==> src/rtl/mips_multicycle_ctrl.sv <==
// ============================================================================
// mips_multicycle_ctrl
// ----------------------------------------------------------------------------
// Main control FSM for the multicycle MIPS32 datapath. Decodes the opcode in
// the instruction register and sequences the PC, memory, IR, ALU, register
// file and write-data-select strobes through FETCH / DECODE / EXECUTE / MEM /
// WB states. It stalls on a variable-latency memory handshake.
//
// Parameters:
//   OPC_W  opcode field width (default 6)
//   CNT_W  retired-instruction counter width (default 32)
//
// Ports:
//   clk            in   rising-edge system clock
//   reset          in   synchronous, active-high reset
//   opcode         in   IR[31:26]
//   mem_ready      in   memory access completes this cycle
//   pc_write, pc_write_cond, ir_write, reg_write, mem_read, mem_write
//                  out  datapath strobes
//   iord, reg_dst, mem_to_reg, alu_src_a, wd_sel
//                  out  mux selects (wd_sel=1 picks the lui immediate)
//   alu_src_b, alu_op, pc_source
//                  out  2-bit mux / ALU selects
//   state          out  current state, for debug
//   retired        out  count of completed instructions (wraps)
//   illegal_op     out  sticky illegal-opcode flag
//
// Build option:
//   MC_CTRL_ILLEGAL_TRAP_EN  when defined, an unsupported opcode traps into a
//                            terminal TRAP state and sets illegal_op. When
//                            undefined, it retires as a NOP and illegal_op
//                            is tied low.
// ============================================================================
module mips_multicycle_ctrl #(
  parameter int OPC_W = 6,
  parameter int CNT_W = 32
) (
  input  logic             clk,
  input  logic             reset,
  input  logic [OPC_W-1:0] opcode,
  input  logic             mem_ready,
  output logic             pc_write,
  output logic             pc_write_cond,
  output logic             ir_write,
  output logic             reg_write,
  output logic             mem_read,
  output logic             mem_write,
  output logic             iord,
  output logic             reg_dst,
  output logic             mem_to_reg,
  output logic             alu_src_a,
  output logic             wd_sel,
  output logic [1:0]       alu_src_b,
  output logic [1:0]       alu_op,
  output logic [1:0]       pc_source,
  output logic [3:0]       state,
  output logic [CNT_W-1:0] retired,
  output logic             illegal_op
);

  localparam logic [3:0] S_FETCH     = 4'd0;
  localparam logic [3:0] S_DECODE    = 4'd1;
  localparam logic [3:0] S_MEM_ADDR  = 4'd2;
  localparam logic [3:0] S_MEM_READ  = 4'd3;
  localparam logic [3:0] S_MEM_WB    = 4'd4;
  localparam logic [3:0] S_MEM_WRITE = 4'd5;
  localparam logic [3:0] S_R_EXEC    = 4'd6;
  localparam logic [3:0] S_R_WB      = 4'd7;
  localparam logic [3:0] S_BRANCH    = 4'd8;
  localparam logic [3:0] S_JUMP      = 4'd9;
  localparam logic [3:0] S_I_EXEC    = 4'd10;
  localparam logic [3:0] S_I_WB      = 4'd11;
  localparam logic [3:0] S_LUI_WB    = 4'd12;
`ifdef MC_CTRL_ILLEGAL_TRAP_EN
  localparam logic [3:0] S_TRAP      = 4'd13;
`endif

  localparam logic [OPC_W-1:0] OP_RTYPE = OPC_W'(6'h00);
  localparam logic [OPC_W-1:0] OP_LW    = OPC_W'(6'h23);
  localparam logic [OPC_W-1:0] OP_SW    = OPC_W'(6'h2B);
  localparam logic [OPC_W-1:0] OP_BEQ   = OPC_W'(6'h04);
  localparam logic [OPC_W-1:0] OP_ADDI  = OPC_W'(6'h08);
  localparam logic [OPC_W-1:0] OP_LUI   = OPC_W'(6'h0F);
  localparam logic [OPC_W-1:0] OP_J     = OPC_W'(6'h02);

  logic [3:0] state_q;
  logic [3:0] next_state;
  logic       retire_now;
`ifdef MC_CTRL_ILLEGAL_TRAP_EN
  logic       trap_now;
  logic       illegal_q;
`endif

  // Next-state logic. retire_now marks the edge that leaves a terminal
  // state, which is exactly when an instruction is considered complete.
  always_comb begin
    next_state = state_q;
    retire_now = 1'b0;
`ifdef MC_CTRL_ILLEGAL_TRAP_EN
    trap_now   = 1'b0;
`endif
    case (state_q)
      S_FETCH:    next_state = mem_ready ? S_DECODE : S_FETCH;
      S_DECODE: begin
        case (opcode)
          OP_RTYPE:      next_state = S_R_EXEC;
          OP_LW, OP_SW:  next_state = S_MEM_ADDR;
          OP_BEQ:        next_state = S_BRANCH;
          OP_J:          next_state = S_JUMP;
          OP_ADDI:       next_state = S_I_EXEC;
          OP_LUI:        next_state = S_LUI_WB;
          default: begin
`ifdef MC_CTRL_ILLEGAL_TRAP_EN
            next_state = S_TRAP;
            trap_now   = 1'b1;
`else
            // Unsupported opcode behaves as a NOP and still counts.
            next_state = S_FETCH;
            retire_now = 1'b1;
`endif
          end
        endcase
      end
      S_MEM_ADDR: next_state = (opcode == OP_SW) ? S_MEM_WRITE : S_MEM_READ;
      S_MEM_READ: next_state = mem_ready ? S_MEM_WB : S_MEM_READ;
      S_MEM_WB: begin
        next_state = S_FETCH;
        retire_now = 1'b1;
      end
      S_MEM_WRITE: begin
        next_state = mem_ready ? S_FETCH : S_MEM_WRITE;
        retire_now = mem_ready;
      end
      S_R_EXEC:   next_state = S_R_WB;
      S_I_EXEC:   next_state = S_I_WB;
      S_R_WB, S_BRANCH, S_JUMP, S_I_WB, S_LUI_WB: begin
        next_state = S_FETCH;
        retire_now = 1'b1;
      end
`ifdef MC_CTRL_ILLEGAL_TRAP_EN
      S_TRAP:     next_state = S_TRAP;
`endif
      default:    next_state = S_FETCH;
    endcase
  end

  // State register and retired-instruction counter. A reset mid-instruction
  // simply drops the instruction, so nothing is counted on that edge.
  always_ff @(posedge clk) begin
    if (reset) begin
      state_q <= S_FETCH;
      retired <= '0;
    end else begin
      state_q <= next_state;
      if (retire_now) begin
        retired <= retired + CNT_W'(1);
      end
    end
  end

`ifdef MC_CTRL_ILLEGAL_TRAP_EN
  // Sticky flag, only cleared by reset.
  always_ff @(posedge clk) begin
    if (reset) begin
      illegal_q <= 1'b0;
    end else if (trap_now) begin
      illegal_q <= 1'b1;
    end
  end
  assign illegal_op = illegal_q;
`else
  assign illegal_op = 1'b0;
`endif

  assign state = state_q;

  // Moore output decode. Only the FETCH IR/PC writes look at mem_ready, so
  // the IR is loaded exactly once per fetched word. Reset overrides every
  // write strobe so an aborted instruction leaves no side effects.
  always_comb begin
    pc_write      = 1'b0;
    pc_write_cond = 1'b0;
    ir_write      = 1'b0;
    reg_write     = 1'b0;
    mem_read      = 1'b0;
    mem_write     = 1'b0;
    iord          = 1'b0;
    reg_dst       = 1'b0;
    mem_to_reg    = 1'b0;
    alu_src_a     = 1'b0;
    wd_sel        = 1'b0;
    alu_src_b     = 2'b00;
    alu_op        = 2'b00;
    pc_source     = 2'b00;
    case (state_q)
      S_FETCH: begin
        mem_read  = 1'b1;
        alu_src_b = 2'b01;
        ir_write  = mem_ready;
        pc_write  = mem_ready;
      end
      S_DECODE:   alu_src_b = 2'b11;
      S_MEM_ADDR: begin
        alu_src_a = 1'b1;
        alu_src_b = 2'b10;
      end
      S_MEM_READ: begin
        mem_read = 1'b1;
        iord     = 1'b1;
      end
      S_MEM_WB: begin
        reg_write  = 1'b1;
        mem_to_reg = 1'b1;
      end
      S_MEM_WRITE: begin
        mem_write = 1'b1;
        iord      = 1'b1;
      end
      S_R_EXEC: begin
        alu_src_a = 1'b1;
        alu_op    = 2'b10;
      end
      S_R_WB: begin
        reg_write = 1'b1;
        reg_dst   = 1'b1;
      end
      S_BRANCH: begin
        alu_src_a     = 1'b1;
        alu_op        = 2'b01;
        pc_write_cond = 1'b1;
        pc_source     = 2'b01;
      end
      S_JUMP: begin
        pc_write  = 1'b1;
        pc_source = 2'b10;
      end
      S_I_EXEC: begin
        alu_src_a = 1'b1;
        alu_src_b = 2'b10;
      end
      S_I_WB:     reg_write = 1'b1;
      S_LUI_WB: begin
        reg_write = 1'b1;
        wd_sel    = 1'b1;
      end
      default: ;
    endcase
    if (reset) begin
      pc_write      = 1'b0;
      pc_write_cond = 1'b0;
      ir_write      = 1'b0;
      reg_write     = 1'b0;
      mem_write     = 1'b0;
    end
  end

endmodule

==> config.mk <==
export PLATFORM = sky130hd
export DESIGN_NAME = mips_multicycle_ctrl
export DESIGN_NICKNAME = d
export VERILOG_FILES = /design/src/rtl/mips_multicycle_ctrl.sv
export SDC_FILE = /design/constraint.sdc
export NUM_CORES = 1
export LEC_CHECK = 0
export CORE_ASPECT_RATIO = 2
export CORE_MARGIN = 2
export CORE_UTILIZATION = 54
export DETAILED_ROUTE_END_ITERATION = 8
export PLACE_DENSITY = 0.95
export SYNTH_ARGS = -nofsm -noshare
export SYNTH_HDL_FRONTEND = slang
export SYNTH_SLANG_ARGS = --single-unit
==> constraint.sdc <==
create_clock -name clk -period 5.55 [get_ports clk]
set_input_delay 0.8325 -clock clk [delete_from_list [all_inputs] [get_ports clk]]
set_output_delay 0.8325 -clock clk [all_outputs]
set_load 0.05 [all_outputs]
==> impl_results.rst, run 1 <==
.. list-table::
   :header-rows: 1

   * - Metric
     - Value
   * - Number of buffers on the longest clock path
     - 2
   * - Crit end category
     - primary output
   * - Commonest non-fill, non-tap cell in the layout
     - clkdlybuf4s50_1
   * - Post-layout net count
     - 370
   * - Gate Count Post-Synth
     - 314
   * - TritonCTS clock tree
     - yes
   * - Number of DRC markers in iteration 0
     - 50
   * - Critical path startpoint category
     - primary input
   * - Total half-perimeter wirelength after legalization and detailed placement
     - approximately 4.6 mm
   * - Fraction of registers with async set/reset
     - 0%
   * - Chip height
     - 103 µm
   * - Worst slew margin relative to its limit
     - 47.4%
   * - Overall power
     - 0.573 mW
   * - Worst-margin pin slew
     - between 0.7 and 0.8 ns
   * - Number of endpoints with negative hold slack in the final report
     - 0
   * - Root buffer cell
     - clkbuf_8
   * - Share of cells above drive strength 1
     - 18.3%
   * - Net switching power figure
     - 0.155 mW
   * - Seq/Total Area, Yosys
     - 27.1%
   * - Most used cells in the layout excluding fill and tap cells
     - 60 x clkdlybuf4s50_1, 50 x nor2_1, 36 x dfxtp_1, 22 x nor2b_1, 21 x a21oi_1
   * - Critical path depth in cells
     - 5
   * - Hold Buf Count CTS
     - 0
   * - Final setup violating endpoints
     - 0
   * - Net count of the mapped netlist
     - 324
   * - Post-route DRC violation count
     - 0
   * - Critical path's slowest cell
     - clkdlybuf4s50_1
   * - Relative contribution of sequential cells to total power
     - a little under half
   * - Synth-to-Final Area Change
     - 22.8%
   * - Synthesized area
     - 0.00266 mm²
   * - Placement Rows
     - 36
   * - Final Wtd Congestion
     - 0.855
   * - Vias in the first global route
     - 2,243
   * - Setup ws final
     - 1.95 ns
   * - IO Count
     - 63
   * - Drt total wl
     - 6.44 mm
   * - Routed wire length per instance
     - 15.4 µm
   * - Via/cell ratio
     - 5.91
   * - Number of antenna violations at the first check in global routing
     - 0
   * - Avg Inst Size Synth
     - ~8.5 µm²
   * - Starting utilization of the core area
     - 55.2%
   * - Startpoint of the most critical register-to-register path
     - state[2]$_SDFF_PP0_
   * - Required time at the worst-slack endpoint
     - 4.72 ns
   * - Fin util
     - 67.7%
   * - Capture point of the critical path
     - pc_write
   * - YS warnings
     - 0
   * - IR Drop Worst-Case VDD
     - around 0.00024 V
   * - Count of max-cap constraint violations
     - 0
   * - Count of input and output buffers
     - 61
   * - Setup repair after global routing missed its margin
     - false
   * - Most used DFF post-synth
     - dfxtp_1
   * - Clock transition at the register clock pins on the worst setup and hold paths after CTS
     - 0.07 ns
   * - R2r endpoint
     - retired[19]$_SDFFE_PP0P_
   * - Result of the run
     - finished, final reports clean
   * - Placeable core region
     - 0.00482 mm²
   * - Fin crit share
     - 64.9%
   * - First-pass GRT wire length
     - 10.1 mm
   * - Power Dens Cells
     - 176 mW/mm²
   * - Number of max-slew violations in the final report
     - 0
   * - Leakage power summed over all cells
     - roughly 1.1 nW
   * - Worst reg2reg setup slack
     - 2.48 ns
   * - Tightest Hold Check Type
     - reg -> reg
   * - Post-CTS Setup Repair Bufs
     - 0
   * - Reg2reg path depth
     - 5
   * - Antenna-violating nets left
     - 0
   * - Crit Path Class
     - in -> out
   * - Number of enable-type register cells in the synthesized netlist
     - 0
   * - Largest net degree at the start of global routing
     - 56
   * - Total die area
     - 0.00553 mm²
   * - Number of cells upsized or downsized after cts
     - 0
   * - Comb pwr share
     - between 10% and 20%
   * - First-pass DRT Iterations
     - 4
   * - First element of the critical path
     - mem_ready
   * - Min cycle time layout
     - roughly 3.6 ns
   * - Setup_tns
     - 0 ns
   * - Critical path's largest stage delay
     - 0.85 ns
   * - Internal power summed over all cells
     - 0.418 mW
   * - Power share of the clock group
     - 41.1%
   * - CP cell instances
     - clkdlybuf4s50_1 -> nor3b_1 -> a21oi_1 -> nor4_1 -> clkdlybuf4s50_1
   * - Maximum frequency from static timing analysis
     - ~0.28 GHz
   * - Flops & latches, synth
     - 36
   * - Kind of cell with the highest combined delay on the critical path
     - buffers and inverters
   * - Diodes inserted
     - 0
   * - Grt ovf
     - 0
   * - Count of H-tree levels built during CTS
     - 2
   * - Worst-Skew Late Latency
     - 0.30 ns
   * - Critical Path Most Common Cell
     - clkdlybuf4s50_1
   * - Clock Sinks
     - 36
   * - Overall Global Routing Usage
     - 24.3%
   * - Data arrival time of the critical path
     - 2.77 ns
   * - Placement-stage worst setup slack
     - ~2 ns
   * - Sw Share
     - between 20% and 30%
   * - Max Fanout on Critical Path
     - 8
   * - TritonCTS Buffers
     - 5
   * - Worst path bufs/invs
     - 2
   * - Number of distinct library cells after synthesis
     - 64
   * - Clock Skews
     - 0.00471 ns
   * - Die boundary width
     - 53.6 µm
   * - DR vias
     - roughly 2,500
[per-layer routing]
metal,wire length [µm],GRT usage (%),share of wire (%)
met5,0,0,0
met4,165,10.8,2.6
met2,3580,46.2,56
met1,2470,25.2,38
met3,235,3.16,3.6
[area by class of cell]
class                   count  area [µm²]
clock buffers               5        68.8
clock inverters             3        42.5
fillers                   368        1560
inverters                   6        22.5
multi-input cells         249        1730
flip-flops and latches     36         721
well taps                  57        71.3
repair buffers             62         613
[synthesized netlist by cell type, drive strengths merged, types with 2 or more instances]
library cell,count,area (µm²)
a2111oi,2,30.0
a211oi,8,75.1
a21boi,4,37.5
a21oi,26,149
and2b,3,23.8
and3,7,45.1
buf,7,67.6
clkbuf,11,71.3
dfxtp,36,721
dlygate4sd3,3,30.0
inv,6,22.5
mux2,29,364
nand2,17,63.8
nand2b,5,33.8
nand3,10,55.1
nand4,10,62.6
nor2,50,188
nor2b,22,138
nor3,12,70.1
nor3b,3,22.5
nor4,6,37.5
o2111ai,2,52.6
o211a,2,27.5
o21ai,5,25.0
o31a,3,27.5
or2,2,12.5
xnor2,2,17.5
[worst register-to-register path: stages, from the launching register on]
cell and delay [ns]:
dfxtp_1 0.83, nor2_1 0.25, a311oi_2 0.44, nand2_1 0.53
a2111oi_2 0.54, mux2_2 0.37
[logic make-up after synthesis]
logic type | after synthesis | share of synthesized area (%)
AND/OR/NAND/NOR | 153 | 30.3
AO/OA/AOI/OAI | 62 | 19.2
other | 1 | 0.141
XOR/XNOR | 2 | 0.659
multiplexers | 30 | 14.1
buffers and inverters | 29 | 8.00
adder cells (fa/ha/maj) | 1 | 0.471
flip-flops | 36 | 27.1
[stage by stage]
step / hold WS [ns] / cells / instance area, µm²
global route: 0.583 / 418 / 3260
finish: 0.543 / 418 / 3260
detailed placement: 0.534 / 410 / 3150
floorplan: 0.722 / 314 / 2660
CTS: 0.544 / 418 / 3260
global placement: 0.503 / 410 / 3150
[registers in the layout, summed over array words and instances (netlist names)]
name and cells:
retired 32, state 4
[power by group through the flow]
stage | registers [mW] | logic [mW] | clock network [mW]
5_1_grt | 0.266 | 0.0769 | 0.248
2_1_floorplan | 0.274 | 0.0491 | 0
4_1_cts | 0.266 | 0.0715 | 0.238
6_report | 0.266 | 0.0718 | 0.235
3_3_place_gp | 0.272 | 0.0684 | 0
3_5_place_dp | 0.272 | 0.0711 | 0
[how the worst min path moves through the flow]
stage,start,to,slack (ns),cells past startpoint
floorplan,retired[6]$_SDFFE_PP0P_,retired[6]$_SDFFE_PP0P_,0.72,2
global placement,retired[6]$_SDFFE_PP0P_,retired[6]$_SDFFE_PP0P_,0.50,2
detailed placement,retired[6]$_SDFFE_PP0P_,retired[6]$_SDFFE_PP0P_,0.53,2
CTS,retired[6]$_SDFFE_PP0P_,retired[6]$_SDFFE_PP0P_,0.54,2
global route,retired[6]$_SDFFE_PP0P_,retired[6]$_SDFFE_PP0P_,0.58,2
finish,retired[6]$_SDFFE_PP0P_,retired[6]$_SDFFE_PP0P_,0.54,2
(Power assumes the default switching activity.)
==> run 2, diff against run 1 <==
--- a/config.mk
+++ b/config.mk
@@ -7,9 +7,9 @@
 export LEC_CHECK = 0
 export CORE_ASPECT_RATIO = 2
 export CORE_MARGIN = 2
-export CORE_UTILIZATION = 54
+export CORE_UTILIZATION = 46
 export DETAILED_ROUTE_END_ITERATION = 8
-export PLACE_DENSITY = 0.95
+export PLACE_DENSITY = 0.88
 export SYNTH_ARGS = -nofsm -noshare
 export SYNTH_HDL_FRONTEND = slang
 export SYNTH_SLANG_ARGS = --single-unit
==> constraint.sdc (replaced) <==
create_clock -name clk -period 3.15 [get_ports clk]
set_input_delay 0.4725 -clock clk [delete_from_list [all_inputs] [get_ports clk]]
set_output_delay 0.4725 -clock clk [all_outputs]
set_load 0.05 [all_outputs]
==> run 2 against run 1 <==
  * Clock-buffer cell count increased by 1
  * Global-route usage is 3.6 points lower
  * Final cell count rose by 3.1%
  * Sequential power is 75% higher
  * Clock power is 110% higher
  * Critical path depth stayed put
  * Worst setup slack worse by 1.6 ns
  * Critical path type is now reg -> out
  * Critical endpoint is now reg_write
  * Highest routed layer unchanged
==> impl_results.rst, run 2 (synthesis results as in run 1) <==
.. list-table::
   :header-rows: 1

   * - Metric
     - Value
   * - Result of the run
     - finished, final reports clean
   * - Number of antenna violations at the first check in global routing
     - 0 (unchanged)
   * - Die boundary width
     - 57.8 µm (+7.7%)
   * - Antenna-violating nets left
     - 0 (unchanged)
   * - TritonCTS clock tree
     - yes
   * - Post-layout net count
     - 379 (+2.4%)
   * - Drt total wl
     - 6.58 mm (+2.1%)
   * - TritonCTS Buffers
     - 5 (unchanged)
   * - Fill cells
     - 482 (+31%)
   * - Share of cells above drive strength 1
     - 20.8% (+2.5 points)
   * - IR Drop Worst-Case VDD
     - 0.000343 V (+45%)
   * - Chip height
     - 112 µm (+8.0%)
   * - IO Count
     - 63 (unchanged)
   * - DR vias
     - 2,531 (+2.5%)
   * - WHS Endpoint
     - retired[1]$_SDFFE_PP0P_
   * - Overall Global Routing Usage
     - 20.7% (-3.6 points)
   * - Fin crit share
     - just under 90%
   * - Total die area
     - 0.00644 mm² (+16%)
   * - Number of max-slew violations in the final report
     - 0 (unchanged)
   * - Post-route DRC violation count
     - 0 (unchanged)
   * - Number of buffers on the longest clock path
     - 2 (unchanged)
   * - Register with the most flip-flops
     - retired
   * - Maximum frequency from static timing analysis
     - 0.357 GHz
   * - Final Wtd Congestion
     - 0.902 (+5.5%)
   * - Cell count of the worst hold path
     - 2 (unchanged)
   * - Worst-Skew Late Latency
     - 0.28 ns (-0.02 ns)
   * - Max FFs per register
     - 32 (unchanged)
   * - Synth-to-Final Area Change
     - 27.1%
   * - Starting utilization of the core area
     - 47.0% (-8.2 points)
   * - Crit Path Class
     - reg -> out
   * - Worst-margin pin slew
     - 0.656 ns (-0.132 ns)
   * - Commonest non-fill, non-tap cell in the layout
     - clkdlybuf4s50_1
   * - Worst reg2reg setup slack
     - 0.48 ns (-2.00 ns)
   * - Largest net degree at the start of global routing
     - 64 (+14%)
   * - Vias in the first global route
     - 2,334 (+4.1%)
   * - Placement Rows
     - 39 (+8.3%)
   * - Setup_tns
     - 0 ns (unchanged)
   * - Total half-perimeter wirelength after legalization and detailed placement
     - 4.75 mm (+2.6%)
   * - Dpl cell area
     - 0.00323 mm² (+2.4%)
   * - R2r endpoint
     - retired[27]$_SDFFE_PP0P_
   * - Diodes inserted
     - 0 (unchanged)
   * - Final setup violating endpoints
     - 0 (unchanged)
   * - Hold Worst Slack
     - 0.543 ns (+0.000257 ns)
   * - Count of H-tree levels built during CTS
     - 2 (unchanged)
   * - Setup repair after global routing missed its margin
     - false
   * - Critical path startpoint category
     - flip-flop
   * - Routed wire length per instance
     - 15.3 µm (-1.0%)
   * - First-pass DRT Iterations
     - 4 (unchanged)
   * - Number of endpoints with negative hold slack in the final report
     - 0 (unchanged)
   * - Clock transition at the register clock pins on the worst setup and hold paths after CTS
     - 0.06 ns (about the same)
   * - Startpoint of the most critical register-to-register path
     - state[3]$_SDFF_PP0_
   * - Number of cells upsized or downsized after cts
     - 0 (unchanged)
   * - Final design area excluding fillers
     - 0.00338 mm² (+3.5%)
   * - Count of input and output buffers
     - 61 (unchanged)
   * - Min cycle time layout
     - 2.80 ns
   * - Max Fanout on Critical Path
     - 20 (+12)
   * - Grt ovf
     - 0 (unchanged)
   * - Most used cells in the layout excluding fill and tap cells
     - 59 x clkdlybuf4s50_1, 50 x nor2_1, 36 x dfxtp_1, 22 x nor2b_1, 21 x a21oi_1
   * - Origin of the worst min-delay path
     - retired[1]$_SDFFE_PP0P_
   * - Post-CTS Setup Repair Bufs
     - 0 (unchanged)
   * - First-pass GRT wire length
     - 10.7 mm (+5.9%)
   * - Worst slew margin relative to its limit
     - 56.2% (+8.8 points)
   * - Clock Skews
     - 0.00322 ns (-0.00149 ns)
   * - Reg2reg path depth
     - 6 (+1)
   * - Required time at the worst-slack endpoint
     - 2.68 ns (-2.04 ns)
   * - Leakage power summed over all cells
     - 1.18 nW (+6.2%)
   * - Placeable core region
     - 0.00566 mm² (+17%)
   * - Count of max-cap constraint violations
     - 0 (unchanged)
   * - Number of DRC markers in iteration 0
     - 132 (+160%)
   * - Clock Sinks
     - 36 (unchanged)
   * - Hold Buf Count CTS
     - 0 (unchanged)
   * - Crit end category
     - primary output
   * - Via/cell ratio
     - 5.87 (-0.62%)
   * - Data arrival time of the critical path
     - 2.33 ns (-0.44 ns)
   * - Power Dens Cells
     - 326 mW/mm² (+86%)
   * - Root buffer cell
     - clkbuf_16
   * - Tightest Hold Check Type
     - reg -> reg
run 2: cell type report:
type / count / area, µm² / area share (%)
Multi-Input combinational cell: 249 / 1730 / 51.3
Sequential cell: 36 / 721 / 21.3
Timing Repair Buffer: 71 / 678 / 20.1
Clock buffer: 6 / 139 / 4.11
Tap cell: 61 / 76.3 / 2.26
Inverter: 6 / 22.5 / 0.667
Clock inverter: 2 / 10.0 / 0.296
run 2: worst max-delay path by stage:
stage,startpoint,endpoint,cells past startpoint
CTS,state[3]$_SDFF_PP0_,ir_write,4
detailed placement,opcode[0],retired[27]$_SDFFE_PP0P_,6
global placement,opcode[0],retired[29]$_SDFFE_PP0P_,6
floorplan,state[2]$_SDFF_PP0_,iord,4
finish,state[3]$_SDFF_PP0_,reg_write,5
global route,state[3]$_SDFF_PP0_,reg_write,5
run 2: worst max-delay path, stage by stage (launching register included):
cell and delay, ns:
dfxtp_1 0.74, nand2_1 0.23, nand2_1 0.11, a31oi_1 0.08
nor2_1 0.09, clkdlybuf4s50_1 0.80
run 2: metrics by stage:
stage | total power [mW] | setup WS [ns] | utilization, % | std cells
2_1_floorplan | 0.570 | 0.0834 | - | 314
3_3_place_gp | 0.604 | 0.308 | 57.1 | 423
3_5_place_dp | 0.608 | 0.287 | 57.1 | 423
4_1_cts | 1.11 | 0.371 | 59.7 | 431
5_1_grt | 1.14 | 0.178 | 59.7 | 431
6_report | 1.10 | 0.346 | 59.7 | 431
run 2: power breakdown:
group | internal (mW) | switching, mW
Clock | 0.312 | 0.190
Sequential | 0.458 | 0.00715
Combinational | 0.0480 | 0.0858
Total | 0.818 | 0.283
run 2: metal layers:
layer | GRT usage [%] | vias to the layer above | routed length [µm]
met5 | 0 | - | 0
met4 | 11.5 | 0 | 186
met3 | 1.63 | 16 | 235
met2 | 39.1 | 79 | 3680
met1 | 21.1 | 1204 | 2480
li1 | - | 1232 | -
==> run 3, diff against run 2 <==
--- a/config.mk
+++ b/config.mk
@@ -9,6 +9,7 @@
 export CORE_MARGIN = 2
 export CORE_UTILIZATION = 46
 export DETAILED_ROUTE_END_ITERATION = 8
+export HOLD_SLACK_MARGIN = 0.02
 export PLACE_DENSITY = 0.88
 export SYNTH_ARGS = -nofsm -noshare
 export SYNTH_HDL_FRONTEND = slang
==> results of run 3 <==
Final layout, timing and power as in run 2 (identical DEF).
